$ cat config.mk
export PLATFORM = sky130hd
export DESIGN_NAME = hazard_ctrl
export DESIGN_NICKNAME = d
export VERILOG_FILES = /design/src/rtl/hazard_ctrl.sv
export SDC_FILE = /design/constraint.sdc
export NUM_CORES = 1
export LEC_CHECK = 0
export CORE_MARGIN = 1
export CORE_UTILIZATION = 54
export CTS_CLUSTER_SIZE = 28
export DETAILED_ROUTE_END_ITERATION = 8
export GPL_TIMING_DRIVEN = 0
export PLACE_DENSITY_LB_ADDON = 0.15
export SETUP_SLACK_MARGIN = 0.3
export SYNTH_ARGS = -nofsm -noshare
export SYNTH_HDL_FRONTEND = slang
export SYNTH_SLANG_ARGS = --single-unit
$ cat constraint.sdc
create_clock -name clk -period 4.7 [get_ports clk]
set_input_delay 0.94 -clock clk [delete_from_list [all_inputs] [get_ports clk]]
set_output_delay 0.94 -clock clk [all_outputs]
set_load 0.1 [all_outputs]
$ cat src/rtl/hazard_ctrl.sv
// Scoreboard-based RAW hazard control for an in-order pipeline, plus wrong-path
// fetch discard after a taken branch and a stall-cycle performance counter.
module hazard_ctrl #(
  parameter int CNT_W       = 2,
  parameter int STALL_CNT_W = 32
) (
  input  logic                   clk,
  input  logic                   reset,
  input  logic                   id_valid,
  input  logic                   id_src1_en,
  input  logic                   id_src2_en,
  input  logic [4:0]             id_src1,
  input  logic [4:0]             id_src2,
  input  logic                   id_dest_we,
  input  logic [4:0]             id_dest,
  input  logic                   exe_allow_in,
  input  logic                   wb_valid,
  input  logic                   wb_we,
  input  logic [4:0]             wb_dest,
  input  logic                   exe_br_taken,
  input  logic                   if_req_outstanding,
  input  logic                   if_resp_valid,
  output logic                   id_stall,
  output logic                   id_ready_go,
  output logic                   br_taken_cancel,
  output logic                   if_resp_discard,
  output logic                   sb_busy,
  output logic                   sb_error,
  output logic [STALL_CNT_W-1:0] stall_cycles
);

  localparam logic [CNT_W-1:0] CNT_MAX = '1;
  localparam logic [CNT_W-1:0] CNT_ONE = CNT_W'(1);

  typedef enum logic {IDLE, WAIT_RESP} state_t;

  state_t           state, state_nxt;
  logic [CNT_W-1:0] cnt     [32];
  logic [CNT_W-1:0] cnt_nxt [32];
  logic [31:0]      inc, dec, busy_vec;
  logic             issue, src1_haz, src2_haz, hazard, err_hit, discard;

  always_comb begin
    for (int r = 0; r < 32; r++)
      dec[r] = wb_valid & wb_we & (wb_dest == 5'(r)) & (r != 0);
  end

  // A pending write that retires this very cycle is visible through the
  // write-through regfile, so it no longer blocks the reader.
  assign src1_haz = id_src1_en & (id_src1 != 5'd0) & (cnt[id_src1] != '0)
                  & ~((cnt[id_src1] == CNT_ONE) & dec[id_src1]);
  assign src2_haz = id_src2_en & (id_src2 != 5'd0) & (cnt[id_src2] != '0)
                  & ~((cnt[id_src2] == CNT_ONE) & dec[id_src2]);

  assign hazard          = id_valid & (src1_haz | src2_haz);
  assign id_stall        = hazard & ~reset;
  assign id_ready_go     = ~id_stall;
  assign br_taken_cancel = exe_br_taken;
  assign issue           = id_valid & ~id_stall & exe_allow_in & ~br_taken_cancel;

  always_comb begin
    for (int r = 0; r < 32; r++)
      inc[r] = issue & id_dest_we & (id_dest == 5'(r)) & (r != 0);
  end

  // Saturating counters: overflow/underflow hold the value and flag an error.
  always_comb begin
    err_hit = 1'b0;
    for (int r = 0; r < 32; r++) begin
      cnt_nxt[r] = cnt[r];
      if (inc[r] & ~dec[r]) begin
        if (cnt[r] == CNT_MAX) err_hit = 1'b1;
        else                   cnt_nxt[r] = cnt[r] + CNT_ONE;
      end else if (dec[r] & ~inc[r]) begin
        if (cnt[r] == '0) err_hit = 1'b1;
        else              cnt_nxt[r] = cnt[r] - CNT_ONE;
      end
    end
  end

  always_ff @(posedge clk) begin
    if (reset) begin
      for (int r = 0; r < 32; r++) cnt[r] <= '0;
      sb_error     <= 1'b0;
      stall_cycles <= '0;
    end else begin
      for (int r = 0; r < 32; r++) cnt[r] <= cnt_nxt[r];
      if (err_hit)  sb_error     <= 1'b1;
      if (id_stall) stall_cycles <= stall_cycles + STALL_CNT_W'(1);
    end
  end

  always_comb begin
    for (int r = 0; r < 32; r++) busy_vec[r] = (cnt[r] != '0);
  end

  assign sb_busy = (|busy_vec) & ~reset;

  always_ff @(posedge clk) begin
    if (reset) state <= IDLE;
    else       state <= state_nxt;
  end

  // After a taken branch the next returning fetch belongs to the wrong path.
  always_comb begin
    state_nxt = state;
    discard   = 1'b0;
    case (state)
      IDLE: begin
        if (exe_br_taken & if_resp_valid)
          discard = 1'b1;
        else if (exe_br_taken & if_req_outstanding)
          state_nxt = WAIT_RESP;
      end
      WAIT_RESP: begin
        discard = if_resp_valid;
        if (if_resp_valid) state_nxt = IDLE;
      end
      default: state_nxt = IDLE;
    endcase
  end

  assign if_resp_discard = discard & ~reset;

endmodule

==> results of run 1 <==
## cell usage in the layout, fill, tap and decap left out, drive strengths merged, types with 5 or more instances in the layout
cell type        n
ha              63
o22ai           11
nor2b           37
a31oi           15
dfxtp           96
nor4b           25
nand2           55
or3             43
nand4           24
nand3           50
mux2             9
or2              5
clkbuf          73
inv             54
mux4            12
buf             83
a21oi           97
o2111ai          5
nor2           103
and2             6
a21o            18
and3            23
nand3b           7
or4              8
nand2b          25
nor3            56
nor4            23
clkdlybuf4s50   50
o41ai            5
mux2i           15
o21ai          105
## how the worst max path moves through the flow
| stage | to | slack, ns | cells past startpoint |
|---|---|---|---|
| floorplan | sb_error | 0.21 | 19 |
| global placement | id_stall | -1.69 | 14 |
| detailed placement | id_stall | -1.69 | 14 |
| CTS | sb_error | 0.01 | 20 |
| global route | sb_error | -0.07 | 20 |
| finish | sb_error | 0.03 | 20 |
## per-layer routing
metal	track usage, %	up-vias
met1	48.40	4469
met3	6.156	141
li1	-	4496
met4	28.01	0
met2	64.42	571
met5	0	-
## power by group
group	internal (W)	switching (W)	leakage, nW
Clock	0.000575	0.000344	0.177
Sequential	0.000815	0.00000337	0.773
Combinational	0.000120	0.000207	2.63
## timing repair
item	CTS	global route
hold buffers	0	0
setup endpoints to repair	66	7
setup buffers	18	23
resized for setup	130	70
pin swaps	36	43
## metrics by stage
stage	hold WS (ns)	instances	utilization, %	instance area (um2)	TNS [ns]
finish	0.5000	1490	69.10	10580	0
global route	0.5352	1490	69.10	10580	-0.06689
CTS	0.4929	1467	66.51	10190	0
detailed placement	0.4862	1434	61.69	9448	-33.45
global placement	0.4744	1434	61.69	9448	-34.47
floorplan	0.4811	1158	-	8533	0
## worst register-to-register path, delay by kind of cell (launching register included)
| kind | cells | cell delay [ns] |
|---|---|---|
| AO/OA/AOI/OAI | 7 | 1.36 |
| adder cells (fa/ha/maj) | 1 | 0.24 |
| buffers and inverters | 5 | 1.06 |
| flip-flops | 1 | 0.31 |
| multiplexers | 1 | 0.16 |
| AND/OR/NAND/NOR | 5 | 1.26 |
## layout make-up
cell class                      instances  area (um2)
Clock inverter                          6       137.6
Buffer                                 97       590.6
Timing Repair Buffer                  106       984.7
Sequential cell                        96        1922
Tap cell                              211       264.0
Multi-Input combinational cell        913        6259
Inverter                               52       200.2
Fill cell                            1336        4732
Clock buffer                            9       225.2
## cells by family (layout without fill, tap and decap cells)
group / count (synthesis) / count (layout) / synth area share [%]
AOI/OAI and AO/OA: 300 / 300 / 20.87
xor gates and xnor gates: 5 / 5 / 0.7353
adders and majority gates: 63 / 63 / 9.265
buffers and inverters: 149 / 270 / 7.324
DFF: 96 / 96 / 22.59
muxes: 36 / 36 / 6.132
and+or+nand+nor: 509 / 509 / 33.09
## registers in the layout, indices dropped and copies added, names as in the netlist
register,flops
cnt,62
sb_error,1
stall_cycles,32
state,1
==> reports/qor.yml, run 1 <==
status:
  violations: "DRC"
  outcome: "complete, but fails checks"
route:
  route.top_layer_used: "met4"
  dr.first_iter.drc_count: 1047
  num_vias: 9677
  wl_um: 32440
  met3WireLength_um: 3134
  drc: 2
  routedWlPerCell_um: 21.77
  wl_met1_um: 12490
  postRouteAntennaNets: 0
  wl_met2_um: 14520
  dr.pass1.iters: 9
  avgViaCountPerCell: 6.495
placed_design:
  gp_congestion: 0.9780
  hpwl_um: 23780
  place_ws_ns: -1.694
  portBuffers: 65
global_routing:
  gr-total-overflow: 0
  grt_pass1_vias: 8804
  grt_max_degree: 17
  grt_pass1_wl_um: 48790
  track_usage_pct: 39.77
  antenna_found_initial: 0
floorplanning:
  initial_core_util_pct: 55.56
  ios: 70
  die_area_um2: 16260
  rows: 45
  fp.dieW_um: 127.5
  die_height_um: 127.5
  core-area_um2: 15310
run:
  cap_violations: 0
timing:
  skew_ns: 0.01788
  post-route-period-util_pct: 99.43
  drv_slew: 0
  fmax_ghz: 0.2140
  finalHoldViolCount: 0
  max_slew_margin_pct: 34.04
  setup_violations: 0
  period_needed_ns: 4.673
  rsz0062_at_grt: "yes"
  worstMarginPinSlew_ns: 0.9863
  setup_ws_ns: 0.02671
power:
  p_leak_nw: 3.585
  power_w: 0.002065
  peakVddDrop_v: 0.0002054
  p_per_area_nw_per_um2: 195.1
critical_path:
  r2r_cells: 19
  critPathKind: "primary input to flip-flop"
  worst_ep_required_time_ns: 4.90
  worst-path-buf-inv: 4
  timing.rr.start: "cnt[15][0]"
  critPathTopFamily: "simple AND/OR/NAND/NOR gates"
  crit_slowest_cell: "or4_4"
  r2r_setup_slack_ns: 0.24
  endpoint_kind: "flip-flop"
  cp_max_fo: 3
  timing.critical_path.from: "wb_dest[1]"
  cp-start-kind: "primary input"
  path_cells: "buf_6 > and4b_2 > nand2_4 > nor2_4 > inv_2 > and3_4 > or4_4 > a22oi_2 > o32a_4 > or2_1 > buf_6 > inv_4 > or4_4 > ha_4 > nand3b_1 > o41ai_2 > a311oi_1 > nand4_1 > nor4_2 > a21oi_1"
  timing.rr.end: "sb_error"
  cp.arrival_ns: 4.87
  slowest_delay_ns: 0.52
logic_synthesis:
  synth_area_leaders: "dfxtp_1 (23%), ha_1 (9.3%), o21ai_0 (6.1%)"
  yosysMostFrequentCell: "o21ai_0"
  synth_edf_count: 0
  yosysSeqAreaShare_pct: 22.59
  synth_top_area_cell: "dfxtp_1"
  synthFlopType: "dfxtp_1"
  synthArstFlopShare_pct: 0
  syn_inst: 1158
  avgSynthCellArea_um2: 7.347
  synth_common_cells: "o21ai_0 (103), nor2_1 (102), a21oi_1 (97)"
  syn_nets: 1253
  yosysWarningCount: 0
  ys_types: 73
  netlist_area_um2: 8508
  yosysTopAreaCellShare_pct: 22.59
  synth_seq_cells: 96
clocking:
  clk_pin_slew_ns: 0.07
  clkLatencyLatePin_ns: 0.36
  htreeDepth: 3
  cts_sinks: 96
  tritoncts: "built"
  root_buffer: "clkbuf_16"
  clk_path_buf_depth: 2
  cts_buffers: 9
final_layout:
  nNetsFinal: 1370
  drive_above_1_share_pct: 15.09
  area_delta_synth_final_pct: 24.38
  diodes: 0
hold_path:
  worstHoldPathCells: 2
  hold_end: "stall_cycles[5]"
  hold_class: "flip-flop to flip-flop"
  hp-start: "stall_cycles[5]"
Note: power is estimated with default switching activity, not from simulation.
==> run 2, diff against run 1 <==
CORE_UTILIZATION = 55   (was 54)
CTS_BUF_LIST = sky130_fd_sc_hd__clkbuf_2   (was default)
==> run 2 against run 1 <==
The run still ends with DRC left. Clock power down 50%. Power down 22%. Critical endpoint unchanged. Core utilization down 2.1 points. Global-route usage down 0.55 points. Critical path type unchanged. Sequential power up 0.6%. Highest routed layer unchanged. Hold slack better by 0.015 ns.
==> reports/qor.yml, run 2 (same netlist as run 1, synthesis figures left out) <==
status:
  outcome: "complete, but fails checks"
  violations: "DRC"
placed_design:
  gp_congestion: 1.034
  hpwl_um: 22980
  portBuffers: 65
  placed_area_um2: 9419
floorplanning:
  die_height_um: 126.4
  initial_core_util_pct: 56.18
  core-area_um2: 15150
  rows: 45
  ios: 70
  fp.dieW_um: 126.4
  die_area_um2: 15970
timing:
  worstMarginPinSlew_ns: 1.067
  setup_violations: 0
  post-route-period-util_pct: 95.57
  finalHoldViolCount: 0
  period_needed_ns: 4.492
  rsz0062_at_grt: "yes"
  drv_slew: 0
  fmax_ghz: 0.2226
  max_slew_margin_pct: 27.85
  hold_ws_ns: 0.5145
  skew_ns: 0.05648
critical_path:
  timing.critical_path.from: "wb_dest[3]"
  cp_max_fo: 10
  worst_ep_required_time_ns: 5.31
  slowest_delay_ns: 0.46
  endpoint_kind: "flip-flop"
  crit_slowest_cell: "nor4_1"
  timing.rr.end: "sb_error"
  path_cells: "buf_6 > clkbuf_2 > nand2b_1 > clkbuf_4 > a211o_1 > a31oi_1 > o211ai_1 > a22oi_2 > o32a_4 > or2_1 > buf_6 > inv_4 > buf_8 > buf_4 > buf_6 > nor3_1 > ha_2 > nor4b_1 > nor4_1 > nand4_1 > nor4_1 > a21oi_1"
  r2r_setup_slack_ns: 0.30
  cp-start-kind: "primary input"
  cp.arrival_ns: 5.10
  timing.rr.start: "cnt[18][1]"
  critPathKind: "primary input to flip-flop"
  r2r_cells: 19
  endpoint: "sb_error"
  cpMostUsedCell: "buf_6"
clocking:
  cts_buffers: 9
  ctsHoldBuffers: 0
  clkLatencyLatePin_ns: 0.68
  root_buffer: "clkbuf_2"
  tritoncts: "built"
  htreeDepth: 3
  cts_sinks: 96
  clk_path_buf_depth: 2
  clk_pin_slew_ns: 0.34
global_routing:
  track_usage_pct: 39.22
  antenna_found_initial: 1
  gr-total-overflow: 0
  grt_max_degree: 18
  grt_pass1_wl_um: 47990
  grt_pass1_vias: 8744
route:
  postRouteAntennaNets: 0
  drc: 1
  dr.first_iter.drc_count: 1221
  dr.pass1.iters: 9
  wl_um: 31410
  num_vias: 9676
  routedWlPerCell_um: 21.51
  avgViaCountPerCell: 6.627
power:
  peakVddDrop_v: 0.0002006
  p_per_area_nw_per_um2: 157.9
  p_leak_nw: 3.443
final_layout:
  final_area_um2: 10150
  top_regs: "cnt: 62 flops, stall_cycles: 32 flops"
  nNetsFinal: 1360
  regMostFlops: "cnt"
  drive_above_1_share_pct: 13.94
  fin_util_pct: 67.01
  layout_common_cells: "nor2_1 (102), o21ai_0 (102), a21oi_1 (97)"
  largest_reg_flops: 62
  area_delta_synth_final_pct: 19.29
hold_path:
  hold_class: "flip-flop to flip-flop"
run:
  cap_violations: 0
run 2: changes by cell type in the layout (fill, tap and decap cells not counted), sizes merged:
| cell | before | now |
|---|---|---|
| diode | 0 | 2 |
| bufinv | 4 | 1 |
| clkinvlp | 0 | 2 |
| clkinv | 0 | 1 |
| inv | 54 | 55 |
| clkbuf | 73 | 71 |
| buf | 83 | 75 |
run 2: worst max-delay path: cells and delay by family:
family / cells / cell delay, ns
AO/OA/AOI/OAI: 6 / 1.23
adder cells (fa/ha/maj): 1 / 0.24
buffers and inverters: 8 / 1.10
AND/OR/NAND/NOR: 7 / 1.57
run 2: timing repair:
item / CTS / global route
setup buffers: 23 / 8
setup endpoints to repair: 46 / 3
hold endpoints to repair: 0 / 0
pin swaps: 18 / 22
resized for setup: 134 / 43
run 2: metal layers:
layer  global-route usage, %  wire (um)  vias up
met4                   26.58       2107        0
met3                   8.520       3481      148
met1                   49.18      12230     4426
met2                   60.55      13590      638
met5                       0          0        -
li1                        -          -     4464
run 2: worst min-delay path by stage:
stage / start / endpoint / depth (start not counted)
final: stall_cycles[31] / stall_cycles[31] / 2
after CTS: stall_cycles[31] / stall_cycles[31] / 2
after global placement: stall_cycles[31] / stall_cycles[31] / 2
after detailed placement: stall_cycles[16] / stall_cycles[16] / 2
after floorplan: state / state / 2
after global routing: cnt[29][0] / cnt[29][1] / 2
run 2: report_power, final:
group | switching (W) | internal [W] | leakage, nW
clock | 0.000330 | 0.000129 | 0.0685
combinational | 0.000206 | 0.000113 | 2.60
sequential | 0.00000320 | 0.000821 | 0.773
total | 0.000540 | 0.00106 | 3.44
run 2: layout make-up:
cell class              count  area (um2)
clock buffers               9       45.04
fillers                  1346        4996
well taps                 188       235.2
inverters                  52       197.7
flip-flops and latches     96        1922
plain buffers              97       571.8
diodes                      2       5.005
multi-input cells         913        6195
clock inverters             7       77.57
repair buffers             96       900.9
run 2: metrics by stage:
stage	worst slack, ns	power (W)	TNS (ns)	std cells
2_1_floorplan	0.2102	0.001002	0	1158
3_3_place_gp	-1.686	0.001105	-31.84	1411
3_5_place_dp	-1.718	0.001105	-34.93	1411
4_1_cts	0.2936	0.001595	0	1450
5_1_grt	0.2171	0.001655	0	1460
6_report	0.2081	0.001602	0	1460
==> run 3, diff against run 2 <==
CORE_MARGIN = default   (was 1)
==> results of run 3 <==
The final DEF is identical to that of run 2; final timing and power are the same.
